File: config.mk
export PLATFORM = sky130hd
export DESIGN_NAME = br_flow_deserializer
export DESIGN_NICKNAME = d
export VERILOG_FILES = /design/src/rtl/br_flow_deserializer.sv
export SDC_FILE = /design/constraint.sdc
export NUM_CORES = 1
export LEC_CHECK = 0
export BUFFER_PORTS_ARGS = -buffer_cell sky130_fd_sc_hd__buf_2
export CAP_MARGIN = 15
export CORE_AREA = 8 8 45 47
export DETAILED_ROUTE_END_ITERATION = 12
export DIE_AREA = 0 0 53 55
export GPL_ROUTABILITY_DRIVEN = 0
export GPL_TIMING_DRIVEN = 0
export PLACE_DENSITY_LB_ADDON = 0.05
export SYNTH_ARGS = -nofsm -noshare
export SYNTH_HDL_FRONTEND = slang
export SYNTH_SLANG_ARGS = --single-unit
File: constraint.sdc
create_clock -name clk -period 1.3 [get_ports clk]
set_input_delay 0.065 -clock clk [delete_from_list [all_inputs] [get_ports clk]]
set_output_delay 0.065 -clock clk [all_outputs]
set_load 0.01 [all_outputs]
File: src/rtl/br_flow_deserializer.sv
// br_flow_deserializer
// Reassembles a stream of narrow push slices into one wide pop flit. It sits at
// the far end of a narrow link, opposite a flow serializer.
//
// The first DR-1 slices of a flit are captured in slice registers. The final
// slice is not stored. It is steered straight into pop_data, so a flit pops in
// the same cycle its final slice is presented.
//
// A slice is final when it fills the last slot or when push_last is set. A short
// tail leaves unused slots; these are forced to zero and reported through
// pop_last_dont_care_count.
//
// Ports
//   clk                       posedge clock
//   rst                       synchronous, active-high reset
//   push_ready                slice accepted this cycle
//   push_valid                slice offered
//   push_data                 narrow slice (PushWidth)
//   push_last                 slice ends the packet
//   push_metadata             sideband, constant across the slices of one flit
//   pop_ready                 downstream accepts the wide flit
//   pop_valid                 wide flit offered
//   pop_data                  assembled flit (PopWidth)
//   pop_last                  flit ends the packet
//   pop_last_dont_care_count  zeroed tail slots, nonzero only with pop_last
//   pop_metadata              metadata of the final slice
module br_flow_deserializer #(
    parameter int PushWidth                       = 1,
    parameter int PopWidth                        = 2,
    parameter int MetadataWidth                   = 1,
    parameter bit DeserializeMostSignificantFirst = 0,
    parameter bit EnableAssertPushDataKnown       = 1,
    parameter bit EnableAssertFinalNotValid       = 1,
    localparam int DR  = PopWidth / PushWidth,
    localparam int IdW = (DR > 1) ? $clog2(DR) : 1
) (
    input  logic                     clk,
    input  logic                     rst,
    output logic                     push_ready,
    input  logic                     push_valid,
    input  logic [PushWidth-1:0]     push_data,
    input  logic                     push_last,
    input  logic [MetadataWidth-1:0] push_metadata,
    input  logic                     pop_ready,
    output logic                     pop_valid,
    output logic [PopWidth-1:0]      pop_data,
    output logic                     pop_last,
    output logic [IdW-1:0]           pop_last_dont_care_count,
    output logic [MetadataWidth-1:0] pop_metadata
);

    localparam logic [IdW-1:0] LastId = IdW'(DR - 1);

    logic [IdW-1:0]       flit_id;
    logic                 final_slice;
    logic                 push_fire;
    logic [PushWidth-1:0] stored [DR];
    logic [PushWidth-1:0] slot_val;

    assign final_slice = (flit_id == LastId) || push_last;
    assign push_fire   = push_valid && push_ready;

    // A non-final slice is always accepted. A final slice can only be taken
    // when downstream takes the wide flit in the same cycle.
    assign push_ready = final_slice ? pop_ready : 1'b1;
    assign pop_valid  = final_slice && push_valid;

    assign pop_last                 = push_last;
    assign pop_last_dont_care_count = push_last ? (LastId - flit_id) : '0;
    assign pop_metadata             = push_metadata;

    // flit_id counts slices already stored. It goes back to zero only when a
    // final slice completes its handshake, so it cannot pass DR-1.
    always_ff @(posedge clk) begin
        if (rst) begin
            flit_id <= '0;
        end else if (push_fire) begin
            flit_id <= final_slice ? '0 : flit_id + IdW'(1);
        end
    end

    // One register per storable slot. The last slot is never stored because the
    // final slice always bypasses into pop_data. With DR==1 no registers exist.
    for (genvar k = 0; k < DR; k++) begin : g_slot
        if (k < DR - 1) begin : g_reg
            logic [PushWidth-1:0] slot_q;
            always_ff @(posedge clk) begin
                if (rst) begin
                    slot_q <= '0;
                end else if (push_fire && !final_slice && flit_id == IdW'(k)) begin
                    slot_q <= push_data;
                end
            end
            assign stored[k] = slot_q;
        end else begin : g_none
            assign stored[k] = '0;
        end
    end

    // Slots below flit_id come from the registers and slot flit_id comes from
    // push_data. Slots above flit_id are zeroed so an earlier, longer flit can
    // never leak into a short tail.
    always_comb begin
        pop_data = '0;
        slot_val = '0;
        for (int k = 0; k < DR; k++) begin
            if (IdW'(k) < flit_id) begin
                slot_val = stored[k];
            end else if (IdW'(k) == flit_id) begin
                slot_val = push_data;
            end else begin
                slot_val = '0;
            end
            if (DeserializeMostSignificantFirst) begin
                pop_data[(DR-1-k)*PushWidth +: PushWidth] = slot_val;
            end else begin
                pop_data[k*PushWidth +: PushWidth] = slot_val;
            end
        end
    end

`ifndef SYNTHESIS
    logic                     prev_push_stall;
    logic                     prev_pop_stall;
    logic [PushWidth-1:0]     prev_push_data;
    logic                     prev_push_last;
    logic [PopWidth-1:0]      prev_pop_data;
    logic [MetadataWidth-1:0] flit_meta;

    // These registers remember the previous cycle for the protocol checks.
    // flit_meta holds the metadata of slot 0 of the flit being assembled.
    always_ff @(posedge clk) begin
        prev_push_stall <= !rst && push_valid && !push_ready;
        prev_pop_stall  <= !rst && pop_valid && !pop_ready;
        prev_push_data  <= push_data;
        prev_push_last  <= push_last;
        prev_pop_data   <= pop_data;
        if (push_fire && flit_id == '0) begin
            flit_meta <= push_metadata;
        end
    end

    // Protocol checks. The integration checks cover the upstream side and the
    // implementation checks cover this block's own outputs.
    always_ff @(posedge clk) begin
        if (!rst) begin
            if (EnableAssertPushDataKnown && push_valid) begin
                assert (!$isunknown(push_data));
            end
            if (prev_push_stall) begin
                assert (push_valid && push_data == prev_push_data && push_last == prev_push_last);
            end
            if (push_valid && flit_id != '0) begin
                assert (push_metadata == flit_meta);
            end
            assert (!pop_last || push_last);
            if (prev_pop_stall) begin
                assert (pop_valid && pop_data == prev_pop_data);
            end
            assert (!pop_valid || push_valid);
        end
    end

    // At the end of the run, no transfer may be left outstanding.
    final begin
        if (EnableAssertFinalNotValid) begin
            assert (!push_valid);
            assert (!pop_valid);
        end
    end
`endif

endmodule

Word-level counts from Yosys, hierarchy flattened
Index checks and enable logic that the tools add are counted.

Bits of input ports: 7. Memories kept: 0. Logic and storage cells: 20. Latch bits: 0. Output and inout bits: 7. Flip-flop bits (word level): 2. ROM bits: 0. Bits in writable memories: 0.

Muxes and demuxes: 7. Add/sub/neg operators: 2. $mul: 0. Magnitude comparators: 2. Reduce and logical (&&, ||, !) cells: 6. Eq/ne operators: 0. Shift operators: 0. Divide/modulo/power cells: 0. Bitwise gates (word level): 1.

Operator list (number): 1-bit 2-to-1 mux (7); 1-bit logical AND (4); 1-bit < comparator, first input constant (2); 1-bit adder, second input constant (1); 1-bit zero test (1); 1-bit logical OR (1); 1-bit NOT (1); 1-bit subtractor, first input constant (1).

Depth between registers and ports, before layout
Depth after elaboration: 5. Mapped depth: 2. Depth with buffers taken out: 2.

Worst setup path after synthesis
OpenSTA, ideal clock, no wires.

Path kind: register to register. Start point: reg flit_id. End point: reg g_slot[0].g_reg.slot_q. Buffers on the path: 0. Arrival: 0.840 ns. Cell stages (with the launch flop): 3. Slack: 0.342 ns. Path through: dfxtp_1 -> or3b_4 -> mux2i_1.

Cells in the longest elaborated chain, start to end: 5. Elaborated cells on any way between the ends: 7. Those cells by class: mux: 1; bitwise: 1; reduce/logical: 5.

RTL lines: start, declared (line 54) `logic [IdW-1:0] flit_id;`; start signal, assigned (line 78) `flit_id <= final_slice ? '0 : flit_id + IdW'(1);`; 1-bit logical OR (line 60) `assign final_slice = (flit_id == LastId) || push_last;`; 1-bit 2-to-1 mux (line 65) `assign push_ready = final_slice ? pop_ready : 1'b1;`; 1-bit logical AND (line 61) `assign push_fire = push_valid && push_ready;`; 1-bit logical AND (line 90) `end else if (push_fire && !final_slice && flit_id == IdW'(k)) begin`; 1-bit logical AND * (line 90); end signal, assigned (line 91) `slot_q <= push_data;`; end, declared (line 86) `logic [PushWidth-1:0] slot_q;`.

Mark *: on every way between the ends. The rest lies on a longest branch, timed or not. A chain may end at the register's enable or synchronous reset.

Final worst setup path
Start point: reg flit_id. End point: out pop_data[0].

Cells in the longest elaborated chain, start to end: 2. Elaborated cells on any way between the ends: 3. Those cells by class: order compare: 1; mux: 2.

RTL lines: 1-bit 2-to-1 mux or 1-bit < comparator (tied branches) (line 109, 107); 1-bit 2-to-1 mux * (line 107) `if (IdW'(k) < flit_id) begin`; end, declared (line 46) `output logic [PopWidth-1:0] pop_data,`.

Marked as above.

==> metrics <==
Hold Fails Final Rpt 0; routed via count divided by cell count 3.30; antenna violations before repair 0; core area 1380 um2; worst slack at placement 0.278 ns; worst min-delay path endpoint flit_id; length of the first detailed-routing pass in iterations 2; power density over the cells 1020 nW/um2; antenna violation net count after detailed routing 0; fill count 158; sequential cell area fraction in the yosys report 0.260; most instantiated cells after synthesis sky130_fd_sc_hd__buf_4 (3), sky130_fd_sc_hd__dfxtp_1 (2), sky130_fd_sc_hd__nand2b_1 (2); startpoint of the worst-slack reg-to-reg timing path flit_id; Final Net Count 40; area share of the leading cell type in the synthesized netlist 0.260; max-slew violation total from the final report 0; setup repair after global routing missed its margin false; vias after detailed routing 155; number of buffers inserted during clock tree synthesis 3; starting density of the core 0.111; TritonCTS clock tree done; IO Count 14; clock slew at the register clock pins of the worst setup and hold paths 0.03 ns; gate count of the mapped netlist 16; DRC violation total after the first TritonRoute iteration 4; layout cell share with drive strength beyond 1 0.742; vertical die dimension 55 um; first-pass GRT wire length 614 um; Clock Root Buffer sky130_fd_sc_hd__clkbuf_4; library cell with the highest instance count after synthesis sky130_fd_sc_hd__buf_4; Post-synth top flop sky130_fd_sc_hd__dfxtp_1; type of the most critical hold path in -> reg; Area contributors post-synth sky130_fd_sc_hd__dfxtp_1 (26%), sky130_fd_sc_hd__buf_4 (15%), sky130_fd_sc_hd__nand2b_1 (8.1%), sky130_fd_sc_hd__mux2_2 (7.3%), sky130_fd_sc_hd__or3b_4 (7.3%); Post-synth EDFFs 0; required time of the critical path 1.24 ns; maximum clock frequency 832 MHz; number of buffers inserted by port buffering 12; remaining global-route overflow 0; width of the chip 53 um; cell type with the largest total area after synthesis sky130_fd_sc_hd__dfxtp_1; count of max-cap constraint violations 0; global routing usage summed across all routing layers 0.0328; peak supply drop 372 uV; number of clock sinks 2; minimum clock period 1.20 ns; Seq cells post-synth 2; critical setup path kind reg -> out; Async SR Flop Fraction 0; clock insertion delay at the later pin of the skew report 0.22 ns; static leakage 0.000133 uW; Avg Cell Area, Syn 9.62 um2; crit start category flip-flop; status finished, final reports clean; post-CTS resize count 0; Max Fanout on Critical Path 7; net count of the mapped netlist 23; full die area 2920 um2; worst reg-to-reg setup slack 0.28 ns; start point of the worst hold path rst; Final Cell Area 256 um2; CTS Buffer Depth 2; number of instances on the worst hold path 2; Crit Reg-Reg Endpoint g_slot[0].g_reg.slot_q; Final WS setup 0.0987 ns; Hold-fix buffers, CTS 0; library cells used by synthesis 12; post-route core utilization 0.185; measured slew at the worst slew-check pin 0.217 ns; worst slack on hold paths 0.0302 ns; DRC violation count after routing 0; number of cells traversed by the worst register-to-register path 2; Layout area overhead 66.7%; instance area after placement 234 um2; total negative slack for setup checks 0 ns; Synth Cell Area 154 um2; # rows 14; CP Data Arrival Time 1.14 ns; largest net degree at the start of global routing 8; drt wl/cell 9.55 um; slew margin rel. 0.855; HPWL after detailed placement 388 um; Setup-failing EPs final 0; count of antenna diodes in the layout 0; number of H-tree levels 1; routed wire length 449 um; vias in the first global route 153; worst clock skew 0.000771 ns; fin crit share 0.924; Setup Fix Bufs, Post-CTS 0; Setup crit end kind output pin; number of warnings issued by yosys 0
==> cells by family after synthesis <==
group,Yosys count,share of synthesized area
AND/OR/NAND/NOR,5,0.260
flip-flops,2,0.260
multiplexers,2,0.138
buffers and inverters,3,0.146
AO/OA/AOI/OAI,4,0.195
==> worst max-delay path, cell delays in order (launching register included) <==
cell and delay, ns:
sky130_fd_sc_hd__dfxtp_1 0.42, sky130_fd_sc_hd__mux2_2 0.35, sky130_fd_sc_hd__buf_2 0.14
==> where the power goes <==
group	internal (uW)	switching (uW)	total (uW)	leakage, uW
Clock	102	32.9	135	0.0000138
Sequential	65.6	4.06	69.6	0.0000164
Combinational	34.7	23.5	58.1	0.000103
Total	202	60.5	262	0.000133
==> per-stage QoR <==
| stage | total power [uW] | instances |
|---|---|---|
| floorplan | 103 | 16 |
| global placement | 130 | 44 |
| detailed placement | 131 | 44 |
| CTS | 275 | 47 |
| global route | 292 | 47 |
| finish | 262 | 47 |
==> how the worst max path moves through the flow <==
stage	startpoint	endpoint	slack [ns]	cells after the start
after detailed placement	flit_id	g_slot[0].g_reg.slot_q	0.28	2
after floorplan	flit_id	g_slot[0].g_reg.slot_q	0.34	2
after global routing	flit_id	pop_data[0]	0.02	2
after CTS	flit_id	pop_data[0]	0.07	2
after global placement	flit_id	g_slot[0].g_reg.slot_q	0.28	2
final	flit_id	pop_data[0]	0.1	2
==> registers in the layout (all words and copies together), names as in the netlist <==
name / flops
flit_id: 1
g_slot.g_reg.slot_q: 1
==> layer usage <==
layer | track usage | wire, um | up-vias
met2 | 0.0469 | 226 | 7
met1 | 0.0242 | 151 | 65
met5 | 0 | 0 | -
met4 | 0.0517 | 0 | 0
li1 | - | - | 83
met3 | 0.0214 | 71 | 0
==> cells in the final DEF (no fill, tap or decap), drive strengths merged <==
master / instances
buf: 15
clkbuf: 3
nand2b: 2
dfxtp: 2
o21bai: 1
o21a: 1
and2b: 1
and2: 1
mux2: 1
or3b: 1
a21bo: 1
a21oi: 1
mux2i: 1
==> final cells by class <==
type,instances,area [um2],area share
sequential,2,40.0,0.156
buffer,3,22.5,0.0878
clock buffer,3,22.5,0.0878
timing repair buffer,12,60.1,0.234
tap,16,20.0,0.0780
multi-input combinational,11,91.3,0.356
Power figures use the tool's default switching activity.
